`config.mk`:
```
export PLATFORM = sky130hd
export DESIGN_NAME = pixel_writer
export DESIGN_NICKNAME = d
export VERILOG_FILES = /design/src/rtl/pixel_writer.sv
export SDC_FILE = /design/constraint.sdc
export NUM_CORES = 1
export LEC_CHECK = 0
export BUFFER_PORTS_ARGS = -buffer_cell sky130_fd_sc_hd__buf_4
export CORE_MARGIN = 2
export CORE_UTILIZATION = 55
export DETAILED_ROUTE_END_ITERATION = 10
export PLACE_DENSITY = 0.86
export SYNTH_ARGS = -nofsm -noshare
export SYNTH_HDL_FRONTEND = slang
export SYNTH_SLANG_ARGS = --single-unit
```
`constraint.sdc`:
```
create_clock -name CLK -period 4.6 [get_ports CLK]
set_clock_uncertainty 0.1 [all_clocks]
set_input_delay 0.69 -clock CLK [delete_from_list [all_inputs] [get_ports CLK]]
set_output_delay 0.69 -clock CLK [all_outputs]
set_load 0.01 [all_outputs]
```
`src/rtl/pixel_writer.sv`:
```
// Serial pixel deserializer feeding a small write FIFO toward a linear framebuffer,
// with triangle-completion handshake once every accepted pixel has been written.
module pixel_writer #(
  parameter int WIDTH  = 320,
  parameter int HEIGHT = 240,
  parameter int FRAC   = 6,
  parameter int DEPTH  = 4
) (
  input  logic        CLK,
  input  logic        RST,
  input  logic        START,
  input  logic        PX,
  input  logic        PY,
  input  logic        C,
  input  logic        VALID,
  input  logic        TRI_DONE,
  output logic [16:0] MEM_ADDR,
  output logic [15:0] MEM_DATA,
  output logic        MEM_WE,
  input  logic        MEM_READY,
  output logic        TRI_ACK,
  output logic [7:0]  DROP_CNT
);

  localparam int unsigned ADDR_W = 17;
  localparam int unsigned DATA_W = 16;
  localparam int unsigned WORD_W = 16;
  localparam int unsigned CNT_W  = 4;
  localparam int unsigned PTR_W  = $clog2(DEPTH);
  localparam int unsigned PTR_W1 = PTR_W + 1;
  localparam int unsigned DROP_W = 8;

  typedef enum logic {S_IDLE, S_SHIFT} state_e;

  typedef struct packed {
    logic [ADDR_W-1:0] addr;
    logic [DATA_W-1:0] data;
  } entry_t;

  state_e              state_q, state_d;
  logic [CNT_W-1:0]    cnt_q, cnt_d;
  logic [WORD_W-1:0]   px_q, px_d, py_q, py_d, c_q, c_d;
  logic                vld_q, vld_d;
  logic                eval_q, eval_d;
  logic [PTR_W:0]      wr_q, wr_d, rd_q, rd_d;
  entry_t              head_q, head_d;
  logic                we_q, we_d;
  logic                pend_q, pend_d;
  logic                ack_q, ack_d;
  logic [DROP_W-1:0]   drop_q, drop_d;
  entry_t              mem_q [DEPTH];

  logic signed [WORD_W-1:0] x_s, y_s;
  logic   in_range_c, ok_c, full_c, pop_c, push_c, drop_c, ack_c;
  entry_t new_entry;

  // Word evaluation: integer pixel coordinates, bounds test and linear address.
  always_comb begin
    x_s        = $signed(px_q) >>> FRAC;
    y_s        = $signed(py_q) >>> FRAC;
    in_range_c = (int'(x_s) >= 0) && (int'(x_s) < WIDTH) &&
                 (int'(y_s) >= 0) && (int'(y_s) < HEIGHT);
    new_entry.addr = ADDR_W'(int'(y_s) * WIDTH + int'(x_s));
    new_entry.data = c_q;
    ok_c       = eval_q && vld_q && in_range_c;
  end

  // FIFO control; a push into a full FIFO only survives if the head pops in the same edge.
  always_comb begin
    full_c = (wr_q[PTR_W] != rd_q[PTR_W]) && (wr_q[PTR_W-1:0] == rd_q[PTR_W-1:0]);
    pop_c  = we_q && MEM_READY;
    push_c = ok_c && (!full_c || pop_c);
    drop_c = ok_c && full_c && !pop_c;
    wr_d   = wr_q + PTR_W1'(push_c);
    rd_d   = rd_q + PTR_W1'(pop_c);
    we_d   = (wr_d != rd_d);
    if (!we_d) begin
      head_d = '0;
    end else if (push_c && (rd_d[PTR_W-1:0] == wr_q[PTR_W-1:0])) begin
      head_d = new_entry;
    end else begin
      head_d = mem_q[rd_d[PTR_W-1:0]];
    end
    drop_d = (drop_c && (drop_q != '1)) ? drop_q + DROP_W'(1) : drop_q;
  end

  // Triangle handshake: a single ack once nothing of the triangle remains anywhere in the pipe.
  always_comb begin
    ack_c  = pend_q && (state_q == S_IDLE) && !eval_q && !we_q;
    ack_d  = ack_c;
    pend_d = ack_c ? 1'b0 : (pend_q || TRI_DONE);
  end

  // Deserializer; START always restarts, dropping any partial word.
  always_comb begin
    state_d = state_q;
    cnt_d   = cnt_q;
    px_d    = px_q;
    py_d    = py_q;
    c_d     = c_q;
    vld_d   = vld_q;
    eval_d  = 1'b0;
    if (START) begin
      state_d = S_SHIFT;
      cnt_d   = CNT_W'(14);
      px_d    = {15'b0, PX};
      py_d    = {15'b0, PY};
      c_d     = {15'b0, C};
      vld_d   = VALID;
    end else if (state_q == S_SHIFT) begin
      px_d = {px_q[WORD_W-2:0], PX};
      py_d = {py_q[WORD_W-2:0], PY};
      c_d  = {c_q[WORD_W-2:0], C};
      if (cnt_q == '0) begin
        state_d = S_IDLE;
        eval_d  = 1'b1;
      end else begin
        cnt_d = cnt_q - CNT_W'(1);
      end
    end
  end

  always_ff @(posedge CLK) begin
    if (RST) begin
      state_q <= S_IDLE;
      cnt_q   <= '0;
      px_q    <= '0;
      py_q    <= '0;
      c_q     <= '0;
      vld_q   <= 1'b0;
      eval_q  <= 1'b0;
      wr_q    <= '0;
      rd_q    <= '0;
      head_q  <= '0;
      we_q    <= 1'b0;
      pend_q  <= 1'b0;
      ack_q   <= 1'b0;
      drop_q  <= '0;
    end else begin
      state_q <= state_d;
      cnt_q   <= cnt_d;
      px_q    <= px_d;
      py_q    <= py_d;
      c_q     <= c_d;
      vld_q   <= vld_d;
      eval_q  <= eval_d;
      wr_q    <= wr_d;
      rd_q    <= rd_d;
      head_q  <= head_d;
      we_q    <= we_d;
      pend_q  <= pend_d;
      ack_q   <= ack_d;
      drop_q  <= drop_d;
    end
  end

  always_ff @(posedge CLK) begin
    if (!RST && push_c) begin
      mem_q[wr_q[PTR_W-1:0]] <= new_entry;
    end
  end

  assign MEM_ADDR = head_q.addr;
  assign MEM_DATA = head_q.data;
  assign MEM_WE   = we_q;
  assign TRI_ACK  = ack_q;
  assign DROP_CNT = drop_q;

endmodule
```
After elaboration in Yosys (flattened, before gate mapping)
Memories as Yosys holds them, arrays and structs flattened. A register that Yosys moved wholly into a read port is not among the register bits.
Cells that the tools add are included.
- multiply operators: 1
- eq/ne operators: 5
- $lt $le $gt $ge: 4
- bitwise logic cells: 3
- $add $sub $neg: 5
- muxes and demuxes: 15
- reductions and logical operators: 30
- operators by type and width (kind ; count):
    greater-or-equal comparator 10 x 1 -> 1 bit, second input constant ; 2
    adder 17 x 10 -> 17 bit ; 1
    logical AND 1 bit ; 15
    two-way mux 1 bit ; 12
    two-way mux 4 bit ; 3
    multiplier 10 x 4 -> 11 bit, second input constant ; 1
    < comparator 10 bit, second input constant ; 1
    < comparator 10 x 9 -> 1 bit, second input constant ; 1
    adder 8 x 1 -> 8 bit, second input constant ; 1
    inequality test 8 bit, second input constant ; 1
    adder 3 x 1 -> 3 bit ; 2
    OR reduction 2 bit ; 3
    logical NOT 1 bit ; 5
    logical NOT 4 bit ; 1
    AND reduction 2 bit ; 2
    subtractor 4 x 1 -> 4 bit, second input constant ; 1
    inequality test 3 bit ; 1
    inverter 1 bit ; 3
    OR reduction 3 bit ; 1
    equality test 2 bit ; 1
    logical OR 1 bit ; 2
    inequality test 2 bit, second input constant ; 1
    nonzero test 2 bit ; 1
    inequality test 1 bit ; 1
- RAM bits: 132
- logic and storage cells: 81
- input port bits: 9
- output and inout port bits: 43
- register bits: 72
- memories: 1
- memories (memory ; words ; width ; rd ports ; clocked after Yosys merged registers in ; wr ports ; RTL line ; source):
    mem_q ; 4 ; 33 ; 1 ; 1 ; 1 ; 51 ; entry_t mem_q [DEPTH];

Logic depth before layout (Yosys ltp)
Gate-level depths: netlist of run 1.
- word-level depth: 10
- mapped depth: 14
- depth with buffers taken out: 14

Least setup slack after synthesis of run 1
OpenSTA, ideal clock, no wires.
- path type: register -> register
- start point: register py_q[14]
- end point: memory mem_q[0][0] in the netlist's numbering (enable)
- stages on the path, launching flop included: 7
- path buffers: 0
- library setup time: 0.471 ns
- period minus slack after synthesis: 4.378 ns
- arrival: 3.806 ns
- path slack: 0.222 ns
- required time: 4.029 ns
- path through: dfxtp_1 -> inv_1 -> ha_1 -> nor4bb_1 -> nand4_1 -> nor3_1 -> nor3b_1
- word-level cells in the longest chain between the ends: 8
- elaborated cells between the ends (all ways): 9
- classes of those cells: order compare: 2; mux: 2; reduce/logical: 5
- RTL lines (what ; RTL line ; source):
    from (decl) ; 42 ; logic [WORD_W-1:0] px_q, px_d, py_q, py_d, c_q, c_d;
    from (signal assigned) ; 143 ; py_q <= py_d;
    greater-or-equal comparator 10 x 1 -> 1 bit ; 62 ; (int'(y_s) >= 0) && (int'(y_s) < HEIGHT);
    logical AND 1 bit ; 61 ; in_range_c = (int'(x_s) >= 0) && (int'(x_s) < WIDTH) &&
    logical AND 1 bit * ; 62 ;
    logical AND 1 bit * ; 65 ; ok_c = eval_q && vld_q && in_range_c;
    logical AND 1 bit * ; 72 ; push_c = ok_c && (!full_c || pop_c);
    logical AND 1 bit * ; 158 ; if (!RST && push_c) begin
    two-way mux 1 bit * ; 158 ;
    two-way mux 1 bit (not written as such) * ; 159 ; mem_q[wr_q[PTR_W-1:0]] <= new_entry;
    to (decl) ; 51 ;
Every way passes the cells marked *; elsewhere a longest branch is shown, timed or not.

==> results.yml, run 1 <==
run_status:
  outcome: "complete, no violations"
logic_synthesis:
  ys_seq_area_share_pct: 63.0
  ys_async_sr_fraction_pct: 0
  ys_seq_elements: 237
  synth_area_um2: 9630
  ys.flop_type: "edfxtp_1"
  synth.area.top_cells: "edfxtp_1, dfxtp_1, mux2i_1"
  syn_nets: 718
  synth.top_cell.area_share_pct: 41.2
  synth_area_per_cell_um2: 14.3
  yosysWarnings: 0
  synthTopCellsByCount: "edfxtp_1, dfxtp_1, nor2_1"
  syn_inst: 673
  post_synth_num_cell_types: 47
  synth.most_common_cell: "edfxtp_1"
  synth_edf_count: 132
  synth_top_area_cell: "edfxtp_1"
power:
  powerDensity_nw_per_um2: 388
  leakagePower_nw: 4.12
  finalPower_mw: 4.28
  ir_worst_vdd_mv: 0.270
worst_hold_path:
  min_path_type: "input pin to flip-flop"
clock_network:
  cts.sinks: 237
  clk_latency_ns: 0.52
  cts_tree: "yes"
  clock_tree.root_cell: "clkbuf_16"
  h-tree-depth: 1
  clk_pin_slew_ns: 0.06
  ctsHoldBuffers: 0
  post-cts-setup-buffers: 0
  clk_path_buf_depth: 3
  cts_made_buffers: 23
  cts_resized: 0
die:
  initial_core_util_pct: 56.1
  fp.dieH_um: 136
  die_w_um: 136
  dieArea_um2: 18600
  coreArea_um2: 17200
  ios: 52
  row_count: 48
timing:
  finalHoldViolCount: 0
  finalSetupViolations: 0
  worstMarginPinSlew_ns: 0.970
  drv_slew: 0
  fmax_mhz: 269
  rsz0062_at_grt: "no"
  fin_crit_ns: 3.72
  slew_headroom_pct: 35.3
  finalCritPeriodShare_pct: 80.9
  finalSetupTns_ns: 0
detailed_routing:
  final_antenna_net_count: 0
  drcViolationCount: 0
  wl_um: 18200
  drtIter0Drc: 290
  via_per_inst: 5.74
  num_vias: 5553
  routedWlPerCell_um: 18.8
  drtPass1Iterations: 7
cells_and_area:
  regArea_um2: 6070
  antennaDiodeCount: 0
  multi_input_area_um2: 3390
  num-fill-cells: 1187
  drive_above_1_share_pct: 19.3
  syn_to_final_growth_pct: 14.7
  finalNetCount: 770
global_routing:
  grt_pass1_wl_um: 29000
  grt_start_max_net_pins: 52
  antenna_found_initial: 0
  grt_overflow: 0
  grt_pass1_vias: 5721
  grt.total_usage_pct: 20.1
placed_design:
  io_buffers: 51
  gp_congestion: 0.796
  dp_hpwl_um: 10500
critical_path:
  worstSetupPathType: "flip-flop to flip-flop"
  arrival_ns: 3.92
  cp_max_fo: 4
  worstSetupEndpointType: "flip-flop"
  crit_required_ns: 4.80
  start_kind: "flip-flop"
job:
  drv_cap: 0
[where the power goes]
group          total, mW  internal, mW  switching (mW)
Combinational     0.0858        0.0365          0.0493
Sequential          2.23          2.22         0.00719
Clock               1.97          1.19           0.776
[area by class of cell]
| class | count | area share (%) |
|---|---|---|
| Clock buffer | 34 | 6.42 |
| Clock inverter | 8 | 0.952 |
| Inverter | 14 | 0.476 |
| Multi-Input combinational cell | 391 | 30.7 |
| Sequential cell | 237 | 54.9 |
| Tap cell | 225 | 2.55 |
| Timing Repair Buffer | 58 | 3.94 |
[metrics by stage]
stage                     area, um^2  hold slack [ns]  worst slack (ns)  utilization (%)  cells
after floorplan                 9630            0.329             0.222                -    673
after global placement         10200            0.343              1.11             59.5    925
after detailed placement       10200            0.355             0.931             59.5    925
final                          11000            0.325             0.879             64.3    967
after CTS                      11000            0.314             0.901             64.3    967
after global routing           11000            0.314             0.570             64.3    967
[flip-flops by register name (all words and copies together), names as in the netlist, 3 cells and up]
signal and flops:
mem_q 132, MEM_ADDR 17, MEM_DATA 16, c_q 16, px_q 16, py_q 16
DROP_CNT 8, cnt_q 4, rd_q 3, wr_q 3
[worst max-delay path: stages (launching register included)]
cell,delay (ns)
dfxtp_1,0.41
ha_1,0.27
ha_1,0.24
fa_1,0.41
a21o_1,0.19
a21oi_1,0.21
o21bai_1,0.09
a21oi_1,0.17
xnor2_1,0.13
ha_1,0.29
o211ai_1,0.25
a21oi_1,0.12
or2_2,0.33
xnor2_1,0.29
[metal layers]
metal	up-vias	share of wire, %	global-route usage, %
li1	2579	-	-
met3	31	4.4	3.43
met4	0	1.9	6.66
met2	145	53	36.5
met1	2798	41	24.2
met5	-	0	0
[path summary, 6_finish.rpt]
kind | slack, ns | from | cells past startpoint | to
hold reg to reg | 0.38 | py_q[0] | 2 | py_q[0]
setup reg to reg | 0.88 | py_q[9] | 13 | mem_q[2][32]
hold / removal | 0.32 | VALID | 3 | vld_q
setup / recovery | 0.88 | py_q[9] | 13 | mem_q[2][32]
[kinds of logic after synthesis]
kind of cell / count (synthesis) / synth area share (%)
flip-flops: 237 / 63.0
AND/OR/NAND/NOR: 156 / 7.73
multiplexers: 111 / 15.8
AO/OA/AOI/OAI: 55 / 3.73
buffers and inverters: 45 / 1.88
adder cells (fa/ha/maj): 36 / 4.83
XOR/XNOR: 33 / 3.00
[cells in the final DEF, fill, tap and decap left out, types with 2 or more instances in the layout]
master and n:
and3_1 3, a22o_1 2, a21o_1 5, xor2_1 13, o21a_1 4, a211o_1 2
o211ai_1 3, nand4_1 5, nor4_4 2, nor3b_1 2, o21bai_1 2, nand2b_1 2
clkbuf_1 4, clkbuf_8 5, nor2_1 99, nor3_1 6, dfxtp_1 104, nor2b_1 6
inv_1 14, a21oi_1 19, edfxtp_1 132, or3_1 2, fa_1 2, bufinv_16 2
xnor2_1 20, ha_1 33, or2_2 2, clkbuf_16 25, mux4_2 33, nand2_1 11
a211oi_1 5, buf_4 58, o21ai_0 7, and2_0 2, mux2i_1 78, nand3_1 4
clkinv_2 5, o2111ai_1 3
No activity file was read; power rests on OpenSTA's default activity.
==> run 2, diff against run 1 <==
- CORE_UTILIZATION: 55 -> 59
- PLACE_DENSITY: 0.86 -> 0.87
- clock period: 4.6 -> 3.8 ns (I/O delays scaled with it)
==> run 2 against run 1 <==
Net effect: setup slack worse by 0.68 ns; non-clock buffer count up 6; global-route usage up 1.4 points.
==> results.yml, run 2 (same netlist as run 1, synthesis figures left out) <==
cells_and_area:
  final_common_cell: "edfxtp_1"
  drive_above_1_share_pct: 19.4
  syn_to_final_growth_pct: 14.0
  largest_register_ffs: 132
  num-fill-cells: 1019
  final_cell_mix: "edfxtp_1, dfxtp_1, nor2_1, mux2i_1, buf_4"
  antennaDiodeCount: 0
  final_core_util_pct: 68.9
  finalNetCount: 776
  fin_cells: 963
global_routing:
  grt_overflow: 0
  grt.total_usage_pct: 21.5
  grt_pass1_vias: 5882
  grt_pass1_wl_um: 29800
  antenna_found_initial: 0
  grt_start_max_net_pins: 47
worst_hold_path:
  hold_path_end: "vld_q"
  min_path_type: "input pin to flip-flop"
  whs_path_depth: 3
  hp-start: "VALID"
detailed_routing:
  drcViolationCount: 0
  drtPass1Iterations: 5
  num_vias: 5528
  wl_um: 18300
  via_per_inst: 5.74
  final_antenna_net_count: 0
  routedWlPerCell_um: 19.0
  drtIter0Drc: 331
placed_design:
  io_buffers: 51
  dp_hpwl_um: 11400
  post-place-ws_ns: 0.160
  placed_cells: 922
  gp_congestion: 0.769
die:
  ios: 52
  row_count: 46
  initial_core_util_pct: 60.4
  die_w_um: 132
  coreArea_um2: 15900
  fp.dieH_um: 132
  dieArea_um2: 17400
timing:
  slew_headroom_pct: 36.1
  fin_crit_ns: 3.60
  drv_slew: 0
  worstMarginPinSlew_ns: 0.958
  fmax_mhz: 278
  timing.final.ws_setup_ns: 0.202
  finalCritPeriodShare_pct: 94.7
  rsz0062_at_grt: "no"
  finalSetupViolations: 0
  finalHoldViolCount: 0
  finalSetupTns_ns: 0
  holdWs_ns: 0.220
critical_path:
  ff2ff_setup_slack_ns: 0.20
  worstSetupEndpointType: "flip-flop"
  cpLargestDelayFamily: "adder cells"
  crit_path_frequent_cell: "ha_1"
  path_buf_inv: 0
  arrival_ns: 3.73
  rr_endpoint: "mem_q[0][32]"
  worstSetupPathType: "flip-flop to flip-flop"
  r2r_start: "py_q[7]"
  start_kind: "flip-flop"
  cp_slowest_stage_delay_ns: 0.41
  crit_required_ns: 3.93
  r2r_cells: 13
  cpMaxStageDelayCell: "fa_1"
  cp_max_fo: 5
  path_cells: "ha_1 > ha_1 > fa_1 > a21o_1 > a21oi_2 > o21bai_1 > a21oi_2 > xnor2_1 > ha_1 > o211ai_1 > o22ai_1 > or2_2 > xnor2_2"
clock_network:
  cts_tree: "yes"
  h-tree-depth: 1
  clock_tree.root_cell: "clkbuf_16"
  clk_path_buf_depth: 3
  clk_latency_ns: 0.50
  cts_made_buffers: 23
  ctsHoldBuffers: 0
  cts.sinks: 237
  clk_pin_slew_ns: 0.06
job:
  drv_cap: 0
power:
  leakagePower_nw: 4.09
  powerDensity_nw_per_um2: 441
  ir_worst_vdd_mv: 0.249
run_status:
  outcome: "complete, no violations"
## run 2: cell types whose count changed in the layout (fill, tap and decap cells not counted), moves of 2 or more
| cell | delta |
|---|---|
| clkbuf_1 | +7 |
| buf_4 | +4 |
| clkbuf_8 | -3 |
| a21oi_1 | -2 |
| a21oi_2 | +2 |
| buf_12 | +2 |
| bufinv_16 | -2 |
| clkbuf_16 | -2 |
| clkbuf_2 | +2 |
| clkinv_2 | -2 |
## run 2: cell type report
type | instances | area, um^2 | area share [%]
Multi-Input combinational cell | 391 | 3410 | 31.1
Tap cell | 216 | 270 | 2.46
Inverter | 14 | 52.6 | 0.479
Sequential cell | 237 | 6070 | 55.3
Timing Repair Buffer | 64 | 505 | 4.60
Clock buffer | 38 | 654 | 5.96
Clock inverter | 3 | 15.0 | 0.137
## run 2: metal layers
layer / part of all wire [%] / global-route usage [%]
met5: 0 / 0
met4: 2.2 / 7.73
met3: 4.1 / 3.23
met2: 53 / 39.1
met1: 41 / 26.1
## run 2: timing repair
| action | in CTS | in global routing |
|---|---|---|
| setup buffers | 0 | 0 |
| resized for setup | 0 | 4 |
| endpoints found under the setup margin | 0 | 5 |
## run 2: tightest hold or removal path, delay by kind of cell
family,cells,cell delay [ns]
simple gates,1,0.07
buf+inv,1,0.09
mux,1,0.06
## run 2: metrics by stage
stage	area (um^2)	power, mW
after floorplan	9630	2.83
after global placement	10300	2.85
after detailed placement	10300	2.86
after CTS	11000	4.88
after global routing	11000	4.98
final	11000	4.84
## run 2: worst max path at each step
stage | startpoint | end | slack, ns | depth (start not counted)
floorplan | py_q[7] | mem_q[0][32] | 0.43 | 13
global placement | py_q[7] | mem_q[0][32] | 0.29 | 13
detailed placement | py_q[7] | mem_q[2][32] | 0.16 | 13
CTS | py_q[7] | mem_q[0][32] | 0.14 | 13
global route | py_q[7] | mem_q[3][32] | 0.009 | 13
finish | py_q[7] | mem_q[0][32] | 0.20 | 13
## run 2: report_power, final
group / total [mW] / switching [mW] / internal, mW / leakage (nW)
Sequential: 2.71 / 0.0158 / 2.69 / 2.06
Combinational: 0.0977 / 0.0533 / 0.0443 / 1.70
Clock: 2.04 / 0.867 / 1.17 / 0.331
==> run 3, diff against run 2 <==
--- a/config.mk
+++ b/config.mk
@@ -8,6 +8,8 @@
 export BUFFER_PORTS_ARGS = -buffer_cell sky130_fd_sc_hd__buf_4
+export CELL_PAD_IN_SITES_DETAIL_PLACEMENT = 1
+export CELL_PAD_IN_SITES_GLOBAL_PLACEMENT = 1
 export CORE_MARGIN = 2
-export CORE_UTILIZATION = 59
+export CORE_UTILIZATION = 51
 export DETAILED_ROUTE_END_ITERATION = 10
-export PLACE_DENSITY = 0.87
+export PLACE_DENSITY = 0.89
 export SYNTH_ARGS = -nofsm -noshare
--- a/constraint.sdc
+++ b/constraint.sdc
@@ -4,2 +4,2 @@
 set_output_delay 0.57 -clock CLK [all_outputs]
-set_load 0.01 [all_outputs]
+set_load 0.02 [all_outputs]
==> run 3 against run 2 <==
Net effect: cell area is 1.8% higher; non-clock buffer count is 2 higher; sequential cell count stayed put; die area is 15% higher; final cell count is 2.4% higher; core utilization is 8.9 points lower; critical path depth is 1 higher; global-route usage is 2.0 points higher; clock power is 18% higher.
==> results.yml, run 3 (same netlist as run 1, synthesis figures left out) <==
die:
  die_w_um: 141
  coreArea_um2: 18600
  fp.dieH_um: 141
  dieArea_um2: 20000
  ios: 52
  initial_core_util_pct: 51.7
  row_count: 50
job:
  drv_cap: 0
cells_and_area:
  antennaDiodeCount: 0
  fin_area_um2: 11200
  drive_above_1_share_pct: 21.1
  syn_to_final_growth_pct: 16.0
  finalNetCount: 779
  final_common_cell: "edfxtp_1"
  largest_register_ffs: 132
  fin_cells: 986
  final_cell_mix: "edfxtp_1, dfxtp_1, nor2_1, mux2i_1, buf_4"
  num-fill-cells: 1737
  final_core_util_pct: 59.9
critical_path:
  r2r_start: "py_q[7]"
  ff2ff_setup_slack_ns: 0.15
  crit_required_ns: 3.93
  worstSetupPathType: "flip-flop to flip-flop"
  r2r_cells: 14
  arrival_ns: 3.78
  worstSetupEndpointType: "flip-flop"
  cp_max_fo: 5
  rr_endpoint: "mem_q[1][32]"
  start_kind: "flip-flop"
placed_design:
  dp_hpwl_um: 13700
  gp_congestion: 0.800
  post-place-ws_ns: -0.113
  io_buffers: 51
  placed_area_um2: 10300
  placed_cells: 940
timing:
  finalSetupTns_ns: 0
  rsz0062_at_grt: "no"
  fmax_mhz: 274
  fin_crit_ns: 3.65
  finalSetupViolations: 0
  finalHoldViolCount: 0
  finalCritPeriodShare_pct: 96.1
  slew_headroom_pct: 27.6
  holdWs_ns: 0.215
  drv_slew: 0
  timing.final.ws_setup_ns: 0.149
  worstMarginPinSlew_ns: 1.09
clock_network:
  cts_tree: "yes"
  clk_path_buf_depth: 3
  cts_made_buffers: 24
  h-tree-depth: 1
  clock_tree.root_cell: "clkbuf_16"
  cts.sinks: 237
  clk_latency_ns: 0.52
  clk_pin_slew_ns: 0.06
power:
  powerDensity_nw_per_um2: 467
  pwr-share-comb_pct: 1.9
  ir_worst_vdd_mv: 0.227
  netSwitchingFraction_pct: 20.3
  intPower_mw: 4.15
  finalPower_mw: 5.21
  power.share.clock_pct: 46.1
  leakagePower_nw: 4.17
  seqPwrFrac_pct: 52.1
  p_switching_mw: 1.06
global_routing:
  antenna_found_initial: 0
  grt_overflow: 0
  grt_pass1_wl_um: 36500
  grt_pass1_vias: 6593
  grt_start_max_net_pins: 47
  grt.total_usage_pct: 23.5
detailed_routing:
  via_per_inst: 5.87
  num_vias: 5788
  drtIter0Drc: 340
  final_antenna_net_count: 0
  drtPass1Iterations: 5
  drcViolationCount: 0
  routedWlPerCell_um: 23.3
  wl_um: 23000
worst_hold_path:
  hold_path_end: "vld_q"
  min_path_type: "input pin to flip-flop"
  whs_path_depth: 3
  hp-start: "VALID"
run_status:
  outcome: "complete, no violations"
-- run 3: critical path: stages, from the launching register on --
cell and delay [ns]:
dfxtp_2 0.36, ha_1 0.32, ha_2 0.23, fa_2 0.36
a21o_1 0.20, a21oi_2 0.18, o21bai_1 0.13, a21oi_2 0.17
xnor2_1 0.14, ha_1 0.31, o211ai_1 0.20, buf_4 0.15
a21oi_1 0.06, or2_4 0.29, xnor2_2 0.17
-- run 3: timing repair --
action | in CTS | in global routing
endpoints found under the setup margin | 4 | 5
resized for setup | 4 | 5
pin swaps | 1 | 1
buffers inserted | 1 | 1
hold buffers | 0 | 0
-- run 3: how the worst max path moves through the flow --
stage	to	cells past startpoint	slack [ns]	from
6_report	mem_q[1][32]	14	0.15	py_q[7]
5_1_grt	MEM_ADDR[14]	12	0.02	py_q[10]
4_1_cts	mem_q[1][32]	14	0.002	py_q[7]
3_5_place_dp	mem_q[1][32]	13	-0.11	py_q[7]
3_3_place_gp	mem_q[0][32]	13	0.29	py_q[7]
2_1_floorplan	mem_q[0][32]	13	0.43	py_q[7]
-- run 3: final cells by class --
cell class	count	area (um^2)	share of cell area, %
well taps	234	293	2.62
flip-flops and latches	237	6070	54.3
clock inverters	8	68.8	0.616
clock buffers	36	741	6.63
inverters	14	52.6	0.470
repair buffers	66	520	4.66
multi-input cells	391	3430	30.7
-- run 3: power groups by stage --
stage / clock network [mW] / registers [mW] / logic [mW]
floorplan: 0 / 2.76 / 0.0761
global placement: 0 / 2.77 / 0.0919
detailed placement: 0 / 2.77 / 0.0981
CTS: 2.44 / 2.71 / 0.0993
global route: 2.54 / 2.71 / 0.106
finish: 2.40 / 2.71 / 0.0979
-- run 3: metal layers --
metal,global-route usage [%],up-vias,part of all wire (%)
li1,-,2602,-
met1,28.6,2934,40
met2,42.2,190,52
met3,3.58,62,4.8
met4,8.79,0,3.0
met5,0,-,0
